<file path="config.mk">
export PLATFORM = sky130hd
export DESIGN_NAME = tx_sched_flat
export DESIGN_NICKNAME = d
export VERILOG_FILES = /design/src/rtl/tx_sched_pkg.sv /design/src/rtl/tx_sched_if.sv /design/src/rtl/tx_sched_timer.sv /design/src/rtl/tx_sched.sv /design/src/flat_wrapper.sv
export SDC_FILE = /design/constraint.sdc
export NUM_CORES = 1
export LEC_CHECK = 0
export CAP_MARGIN = 40
export CORE_UTILIZATION = 25
export DETAILED_ROUTE_END_ITERATION = 6
export PLACE_DENSITY = 0.62
export REMOVE_ABC_BUFFERS = 1
export SYNTH_ARGS = -nofsm -noshare
export SYNTH_HDL_FRONTEND = slang
export SYNTH_SLANG_ARGS = --single-unit
export TNS_END_PERCENT = 10
</file>
<file path="constraint.sdc">
create_clock -name clk -period 2.4 [get_ports clk]
set_input_delay 0.48 -clock clk [delete_from_list [all_inputs] [get_ports clk]]
set_output_delay 0.48 -clock clk [all_outputs]
set_load 0.02 [all_outputs]
</file>
<file path="src/rtl/tx_sched_pkg.sv">
// Shared types and constants for the transmit scheduler: FSM states, owner
// identity, encoder packet-type codes, packet and timer widths.
package tx_pkg;

  localparam int PKT_W = 99;
  localparam int TMR_W = 6;

  localparam logic [1:0] PKT_TOKEN = 2'b01;
  localparam logic [1:0] PKT_DATA  = 2'b10;
  localparam logic [1:0] PKT_HS    = 2'b11;

  typedef enum logic [2:0] {
    IDLE       = 3'd0,
    LOAD       = 3'd1,
    WAIT_START = 3'd2,
    SENDING    = 3'd3,
    GAP        = 3'd4
  } state_e;

  typedef enum logic {
    OWN_A = 1'b0,
    OWN_B = 1'b1
  } owner_e;

endpackage

</file>
<file path="src/rtl/tx_sched_if.sv">
// Requester and encoder signal bundle of the transmit scheduler.
// master = scheduler side, slave = requesters plus encoder.
interface tx_sched_if;
  import tx_pkg::*;

  logic             req_a;
  logic [1:0]       type_a;
  logic [PKT_W-1:0] pkt_a;
  logic             req_b;
  logic [1:0]       type_b;
  logic [PKT_W-1:0] pkt_b;
  logic             enc_busy;
  logic [PKT_W-1:0] enc_pkt;
  logic [1:0]       enc_type;
  logic             enc_avail;
  logic             done_a;
  logic             done_b;
  logic             err_a;
  logic             err_b;
  logic             sched_busy;

  modport master (
    input  req_a, type_a, pkt_a, req_b, type_b, pkt_b, enc_busy,
    output enc_pkt, enc_type, enc_avail, done_a, done_b, err_a, err_b, sched_busy
  );

  modport slave (
    output req_a, type_a, pkt_a, req_b, type_b, pkt_b, enc_busy,
    input  enc_pkt, enc_type, enc_avail, done_a, done_b, err_a, err_b, sched_busy
  );

endinterface

</file>
<file path="src/rtl/tx_sched_timer.sv">
// Saturating up-counter shared by the start-timeout and inter-frame-gap phases.
module tx_timer
  import tx_pkg::*;
(
  input  logic             clk,
  input  logic             rst,
  input  logic             i_clr,
  input  logic             i_en,
  output logic [TMR_W-1:0] o_count
);

  logic [TMR_W-1:0] r_count;

  // Count register: clear wins over enable, holds at all-ones.
  always_ff @(posedge clk) begin
    if (rst) begin
      r_count <= {TMR_W{1'b0}};
    end else if (i_clr) begin
      r_count <= {TMR_W{1'b0}};
    end else if (i_en && (r_count != {TMR_W{1'b1}})) begin
      r_count <= r_count + {{(TMR_W-1){1'b0}}, 1'b1};
    end else begin
      r_count <= r_count;
    end
  end

  assign o_count = r_count;

endmodule

</file>
<file path="src/rtl/tx_sched.sv">
// Two-requester round-robin scheduler feeding a packet encoder: latches the
// winner's packet, strobes the encoder, and reports done or start timeout.
module tx_sched
  import tx_pkg::*;
#(
  parameter int START_TIMEOUT = 16,
  parameter int IFG           = 2
) (
  input  logic      clk,
  input  logic      rst,
  tx_sched_if.master bus
);

  localparam logic [TMR_W-1:0] TO_LAST  = TMR_W'(START_TIMEOUT - 1);
  localparam logic [TMR_W-1:0] IFG_LAST = TMR_W'(IFG - 1);

  state_e           r_state;
  state_e           w_state_nx;
  owner_e           r_last_owner;
  owner_e           w_grant;
  logic             w_take;
  logic             w_done_nx;
  logic             w_err_nx;
  logic             w_tmr_clr;
  logic             w_tmr_en;
  logic [TMR_W-1:0] w_count;

  logic [PKT_W-1:0] r_enc_pkt;
  logic [1:0]       r_enc_type;
  logic             r_enc_avail;
  logic             r_done_a;
  logic             r_done_b;
  logic             r_err_a;
  logic             r_err_b;
  logic             r_sched_busy;

  tx_timer u_timer (
    .clk     (clk),
    .rst     (rst),
    .i_clr   (w_tmr_clr),
    .i_en    (w_tmr_en),
    .o_count (w_count)
  );

  // State register.
  always_ff @(posedge clk) begin
    if (rst) begin
      r_state <= IDLE;
    end else begin
      r_state <= w_state_nx;
    end
  end

  // Next state, grant decision and timer control; timer is held clear unless counting.
  always_comb begin
    w_state_nx = r_state;
    w_grant    = r_last_owner;
    w_take     = 1'b0;
    w_done_nx  = 1'b0;
    w_err_nx   = 1'b0;
    w_tmr_clr  = 1'b1;
    w_tmr_en   = 1'b0;
    case (r_state)
      IDLE: begin
        if (bus.req_a && bus.req_b) begin
          w_take     = 1'b1;
          w_state_nx = LOAD;
          w_grant    = (r_last_owner == OWN_A) ? OWN_B : OWN_A;
        end else if (bus.req_a || bus.req_b) begin
          w_take     = 1'b1;
          w_state_nx = LOAD;
          w_grant    = bus.req_a ? OWN_A : OWN_B;
        end else begin
          w_state_nx = IDLE;
        end
      end
      LOAD: begin
        w_state_nx = WAIT_START;
      end
      WAIT_START: begin
        if (bus.enc_busy) begin
          w_state_nx = SENDING;
        end else if (w_count == TO_LAST) begin
          w_err_nx   = 1'b1;
          w_state_nx = GAP;
        end else begin
          w_tmr_clr = 1'b0;
          w_tmr_en  = 1'b1;
        end
      end
      SENDING: begin
        if (!bus.enc_busy) begin
          w_done_nx  = 1'b1;
          w_state_nx = GAP;
        end else begin
          w_state_nx = SENDING;
        end
      end
      GAP: begin
        if (w_count == IFG_LAST) begin
          w_state_nx = IDLE;
        end else begin
          w_tmr_clr = 1'b0;
          w_tmr_en  = 1'b1;
        end
      end
      default: begin
        w_state_nx = IDLE;
      end
    endcase
  end

  // Registered encoder outputs, owner pulses and ownership memory.
  always_ff @(posedge clk) begin
    if (rst) begin
      r_enc_pkt    <= {PKT_W{1'b0}};
      r_enc_type   <= 2'b00;
      r_enc_avail  <= 1'b0;
      r_done_a     <= 1'b0;
      r_done_b     <= 1'b0;
      r_err_a      <= 1'b0;
      r_err_b      <= 1'b0;
      r_sched_busy <= 1'b0;
      r_last_owner <= OWN_B;
    end else begin
      r_enc_avail  <= w_take;
      r_sched_busy <= (w_state_nx != IDLE);
      r_done_a     <= w_done_nx && (r_last_owner == OWN_A);
      r_done_b     <= w_done_nx && (r_last_owner == OWN_B);
      r_err_a      <= w_err_nx  && (r_last_owner == OWN_A);
      r_err_b      <= w_err_nx  && (r_last_owner == OWN_B);
      if (w_take) begin
        r_last_owner <= w_grant;
        r_enc_pkt    <= (w_grant == OWN_A) ? bus.pkt_a  : bus.pkt_b;
        r_enc_type   <= (w_grant == OWN_A) ? bus.type_a : bus.type_b;
      end else begin
        r_last_owner <= r_last_owner;
        r_enc_pkt    <= r_enc_pkt;
        r_enc_type   <= r_enc_type;
      end
    end
  end

  assign bus.enc_pkt    = r_enc_pkt;
  assign bus.enc_type   = r_enc_type;
  assign bus.enc_avail  = r_enc_avail;
  assign bus.done_a     = r_done_a;
  assign bus.done_b     = r_done_b;
  assign bus.err_a      = r_err_a;
  assign bus.err_b      = r_err_b;
  assign bus.sched_busy = r_sched_busy;

endmodule
</file>
<file path="src/flat_wrapper.sv">
// flat-port wrapper written by rule: the top's interface ports become plain ports
module tx_sched_flat import tx_pkg::*;
#(
  parameter int START_TIMEOUT = 16,
  parameter int IFG           = 2
)
  (clk, rst, bus_req_a, bus_type_a, bus_pkt_a, bus_req_b, bus_type_b, bus_pkt_b, bus_enc_busy, bus_enc_pkt, bus_enc_type, bus_enc_avail, bus_done_a, bus_done_b, bus_err_a, bus_err_b, bus_sched_busy);
  tx_sched_if bus_i ();
  input  logic clk;
  input  logic rst;
  input wire logic [$bits(bus_i.req_a)-1:0] bus_req_a;
  input wire logic [$bits(bus_i.type_a)-1:0] bus_type_a;
  input wire logic [$bits(bus_i.pkt_a)-1:0] bus_pkt_a;
  input wire logic [$bits(bus_i.req_b)-1:0] bus_req_b;
  input wire logic [$bits(bus_i.type_b)-1:0] bus_type_b;
  input wire logic [$bits(bus_i.pkt_b)-1:0] bus_pkt_b;
  input wire logic [$bits(bus_i.enc_busy)-1:0] bus_enc_busy;
  output wire logic [$bits(bus_i.enc_pkt)-1:0] bus_enc_pkt;
  output wire logic [$bits(bus_i.enc_type)-1:0] bus_enc_type;
  output wire logic [$bits(bus_i.enc_avail)-1:0] bus_enc_avail;
  output wire logic [$bits(bus_i.done_a)-1:0] bus_done_a;
  output wire logic [$bits(bus_i.done_b)-1:0] bus_done_b;
  output wire logic [$bits(bus_i.err_a)-1:0] bus_err_a;
  output wire logic [$bits(bus_i.err_b)-1:0] bus_err_b;
  output wire logic [$bits(bus_i.sched_busy)-1:0] bus_sched_busy;
  assign bus_i.req_a = bus_req_a;
  assign bus_i.type_a = bus_type_a;
  assign bus_i.pkt_a = bus_pkt_a;
  assign bus_i.req_b = bus_req_b;
  assign bus_i.type_b = bus_type_b;
  assign bus_i.pkt_b = bus_pkt_b;
  assign bus_i.enc_busy = bus_enc_busy;
  assign bus_enc_pkt = bus_i.enc_pkt;
  assign bus_enc_type = bus_i.enc_type;
  assign bus_enc_avail = bus_i.enc_avail;
  assign bus_done_a = bus_i.done_a;
  assign bus_done_b = bus_i.done_b;
  assign bus_err_a = bus_i.err_a;
  assign bus_err_b = bus_i.err_b;
  assign bus_sched_busy = bus_i.sched_busy;
  tx_sched #(.START_TIMEOUT(START_TIMEOUT), .IFG(IFG)) u_core (.clk(clk), .rst(rst), .bus(bus_i));
endmodule
</file>
==> impl_metrics.csv <==
group,metric,value,unit
cells_and_area,nets,1141,
status,outcome,"finished with violations",
clock_network,cts_buffers,17,
detailed_routing,wl_met1,8.34,mm
floorplan,ios,314,
synth,yosysMostFrequentCell,"nor3_1",
global_routing,grt_overflow,0,
timing,finalSetupViolCount,0,
synth,yosys.cell_types.count,36,
worst_setup_path,worstSetupEndpointType,"flop",
hold_path,holdPathStages,2,
pwr,power_density,862,nW/µm²
cells_and_area,nFillCells,2109,
synth,yosys.area.top_type,"dfxtp_1",
global_routing,grt_start_max_net_pins,90,
hold_path,hp-class,"input port to flop",
cells_and_area,area_delta_synth_final,72.8,%
timing,setup_ws,0.374,ns
clock_network,htreeDepth,4,
detailed_routing,final_antenna_net_count,0,
global_routing,grt_pass1_wl,31.5,mm
timing,worstMarginPinSlew,0.519,ns
worst_setup_path,r2r-start,"u_core.r_state[0]$_SDFF_PP0_",
clock_network,clkSlewWorstSetupHoldPaths,0.06,ns
worst_setup_path,r2r-end,"u_core.bus.enc_pkt[11]$_SDFFE_PP0P_",
clock_network,cts_tree,"yes",
synth,syn_inst,644,
timing,rsz0062_at_grt,"no",
synth,synthArstFlopShare,0,%
run,drv_cap,0,
detailed_routing,route.met3.wl,1.46,mm
floorplan,die_w,152,µm
detailed_routing,drc,20,
cells_and_area,layout-drive-gt1-share,16.3,%
global_routing,grt_pass1_vias,5706,
worst_setup_path,reg2reg_slack,0.37,ns
timing,fin_worst_skew,0.00707,ns
clock_network,cts.sinks,117,
detailed_routing,wl_per_cell,16.1,µm
cells_and_area,fin_area,9740,µm²
worst_setup_path,crit_required,2.68,ns
synth,synth_top_cell_area_share,41.6,%
clock_network,clock_path_buffers,2,
timing,drv_slew,0,
synth,ys.flop_type,"dfxtp_1",
cells_and_area,final_core_util,44.4,%
placed_design,place.gp.congestion,0.778,
worst_setup_path,cp_max_fo,32,
floorplan,die_h,152,µm
hold_path,hold_end,"u_core.bus.enc_pkt[95]$_SDFFE_PP0P_",
timing,timing.final.crit_share,84.4,%
clock_network,postCtsSetupBuffers,0,
floorplan,rows,54,
detailed_routing,routed_wl,19.7,mm
clock_network,cts-root-buf,"clkbuf_16",
hold_path,hp-start,"rst",
synth,synth.cell_area,5640,µm²
placed_design,dp_hpwl,13.7,mm
timing,min_period,2.03,ns
timing,max_freq,494,MHz
detailed_routing,vias,5889,
detailed_routing,dr_wl_met2,9.44,mm
global_routing,grt_antenna_before_repair,0,
global_routing,grt_usage,17.0,%
synth,synth_common_cells,"nor3_1 (124), dfxtp_1 (117), nor2_1 (112)",
synth,yosys_warnings,0,
timing,slew_headroom,64.5,%
clock_network,holdBufCountCts,0,
worst_setup_path,arrival,2.30,ns
placed_design,portBuffers,313,
detailed_routing,first_pass_iters,7,
worst_setup_path,worst-setup-path-type,"flop to flop",
placed_design,place_ws,0.0620,ns
pwr,leakage,3.40,nW
synth,synth_enable_flop_cells,0,
pwr,power.total,8.40,mW
placed_design,dpl_cell_area,9050,µm²
worst_setup_path,worstRegToRegCells,6,
clock_network,insertion_delay,0.41,ns
detailed_routing,maxUsedRoutingLayer,"met4",
cells_and_area,antenna-diode-count,0,
floorplan,core_region_area,22000,µm²
detailed_routing,initialDrtViolationCount,176,
pwr,vdd_drop_max,381,µV
clock_network,ctsResizeCount,0,
status,violations,"DRC",
detailed_routing,vias_per_cell,4.81,
synth,ys_ff_latch,117,
worst_setup_path,crit_path_start_kind,"flop",
synth,synth_area_per_cell,8.75,µm²
timing,hold_viol_final,0,
synth,ys_seq_area_share,41.6,%
floorplan,start_util,25.7,%
floorplan,dieArea,23200,µm²
synth,synth_area_leaders,"dfxtp_1 (42%), nor3_2 (14%), nor3_1 (11%)",
-- worst max path at each step --
stage | from | endpoint | slack, ns
after CTS | u_core.r_state[0]$_SDFF_PP0_ | u_core.bus.enc_pkt[11]$_SDFFE_PP0P_ | 0.39
after global placement | bus_req_b | u_core.bus.enc_pkt[20]$_SDFFE_PP0P_ | 0.11
after floorplan | bus_req_b | u_core.bus.enc_pkt[87]$_SDFFE_PP0P_ | -3.29
after global routing | u_core.r_state[0]$_SDFF_PP0_ | u_core.bus.enc_pkt[32]$_SDFFE_PP0P_ | 0.30
final | u_core.r_state[0]$_SDFF_PP0_ | u_core.bus.enc_pkt[11]$_SDFFE_PP0P_ | 0.37
after detailed placement | bus_req_a | u_core.bus.enc_pkt[29]$_SDFFE_PP0P_ | 0.06
-- layer usage --
layer  vias to the layer above  track usage [%]
met4                         0             6.80
met1                      2728             20.5
met2                       214             28.6
met5                         -                0
li1                       2921                -
met3                        26             4.38
-- critical path, stage by stage (launching register included) --
cell,delay [ns]
dfxtp_1,0.39
or3_4,0.47
or2_4,0.30
buf_12,0.18
buf_12,0.17
nor3_1,0.28
nor4_1,0.09
-- placed cells by master, fill, tap and decap left out, drive strengths merged --
cell type      count
clkdlybuf4s50    312
nor3             204
dfxtp            117
nor2             112
nor4             103
buf               25
clkbuf            20
bufinv             6
nand2              5
clkinv             5
a21oi              3
a211oi             3
or3                3
nand2b             2
and3               2
and2               2
inv                2
ha                 2
or2                2
nor4b              2
o22ai              1
o22a               1
o211a              1
o21ai              1
a2111oi            1
nand3              1
and4               1
a31oi              1
xnor2              1
o21bai             1
nor2b              1
a311oi             1
clkinvlp           1
-- area by class of cell --
cell class | instances | area [µm²] | area share, %
repair buffers | 337 | 3500 | 35.9
multi-input cells | 457 | 2850 | 29.3
flip-flops and latches | 117 | 2340 | 24.0
clock buffers | 20 | 467 | 4.79
well taps | 280 | 350 | 3.60
clock inverters | 12 | 224 | 2.30
inverters | 2 | 7.51 | 0.0771
-- where the power goes --
part | internal [mW] | switching (mW) | total (mW)
clock | 2.03 | 0.964 | 3.00
combinational | 1.38 | 1.59 | 2.97
sequential | 2.26 | 0.170 | 2.43
-- metrics by stage --
| stage | cells | TNS [ns] | hold slack [ns] |
|---|---|---|---|
| global placement | 1193 | 0 | 0.478 |
| global route | 1225 | 0 | 0.473 |
| finish | 1225 | 0 | 0.474 |
| floorplan | 576 | -326.04 | 0.461 |
| CTS | 1225 | 0 | 0.465 |
| detailed placement | 1193 | 0 | 0.480 |
-- state kept, by name, indices dropped and copies added (netlist names), 2 cells and up --
name,cells
u_core.u_timer.o_count,6
u_core.bus.enc_type,2
u_core.r_state,3
u_core.bus.enc_pkt,99
-- kinds of logic after synthesis --
logic type | Yosys count | share of synthesized area [%]
and+or+nand+nor | 440 | 47.6
DFF | 117 | 41.6
buffers and inverters | 70 | 8.35
AOI/OAI and AO/OA | 14 | 1.86
adders and majority gates | 2 | 0.444
xor gates and xnor gates | 1 | 0.155
Note: power is estimated with default switching activity, not from simulation.
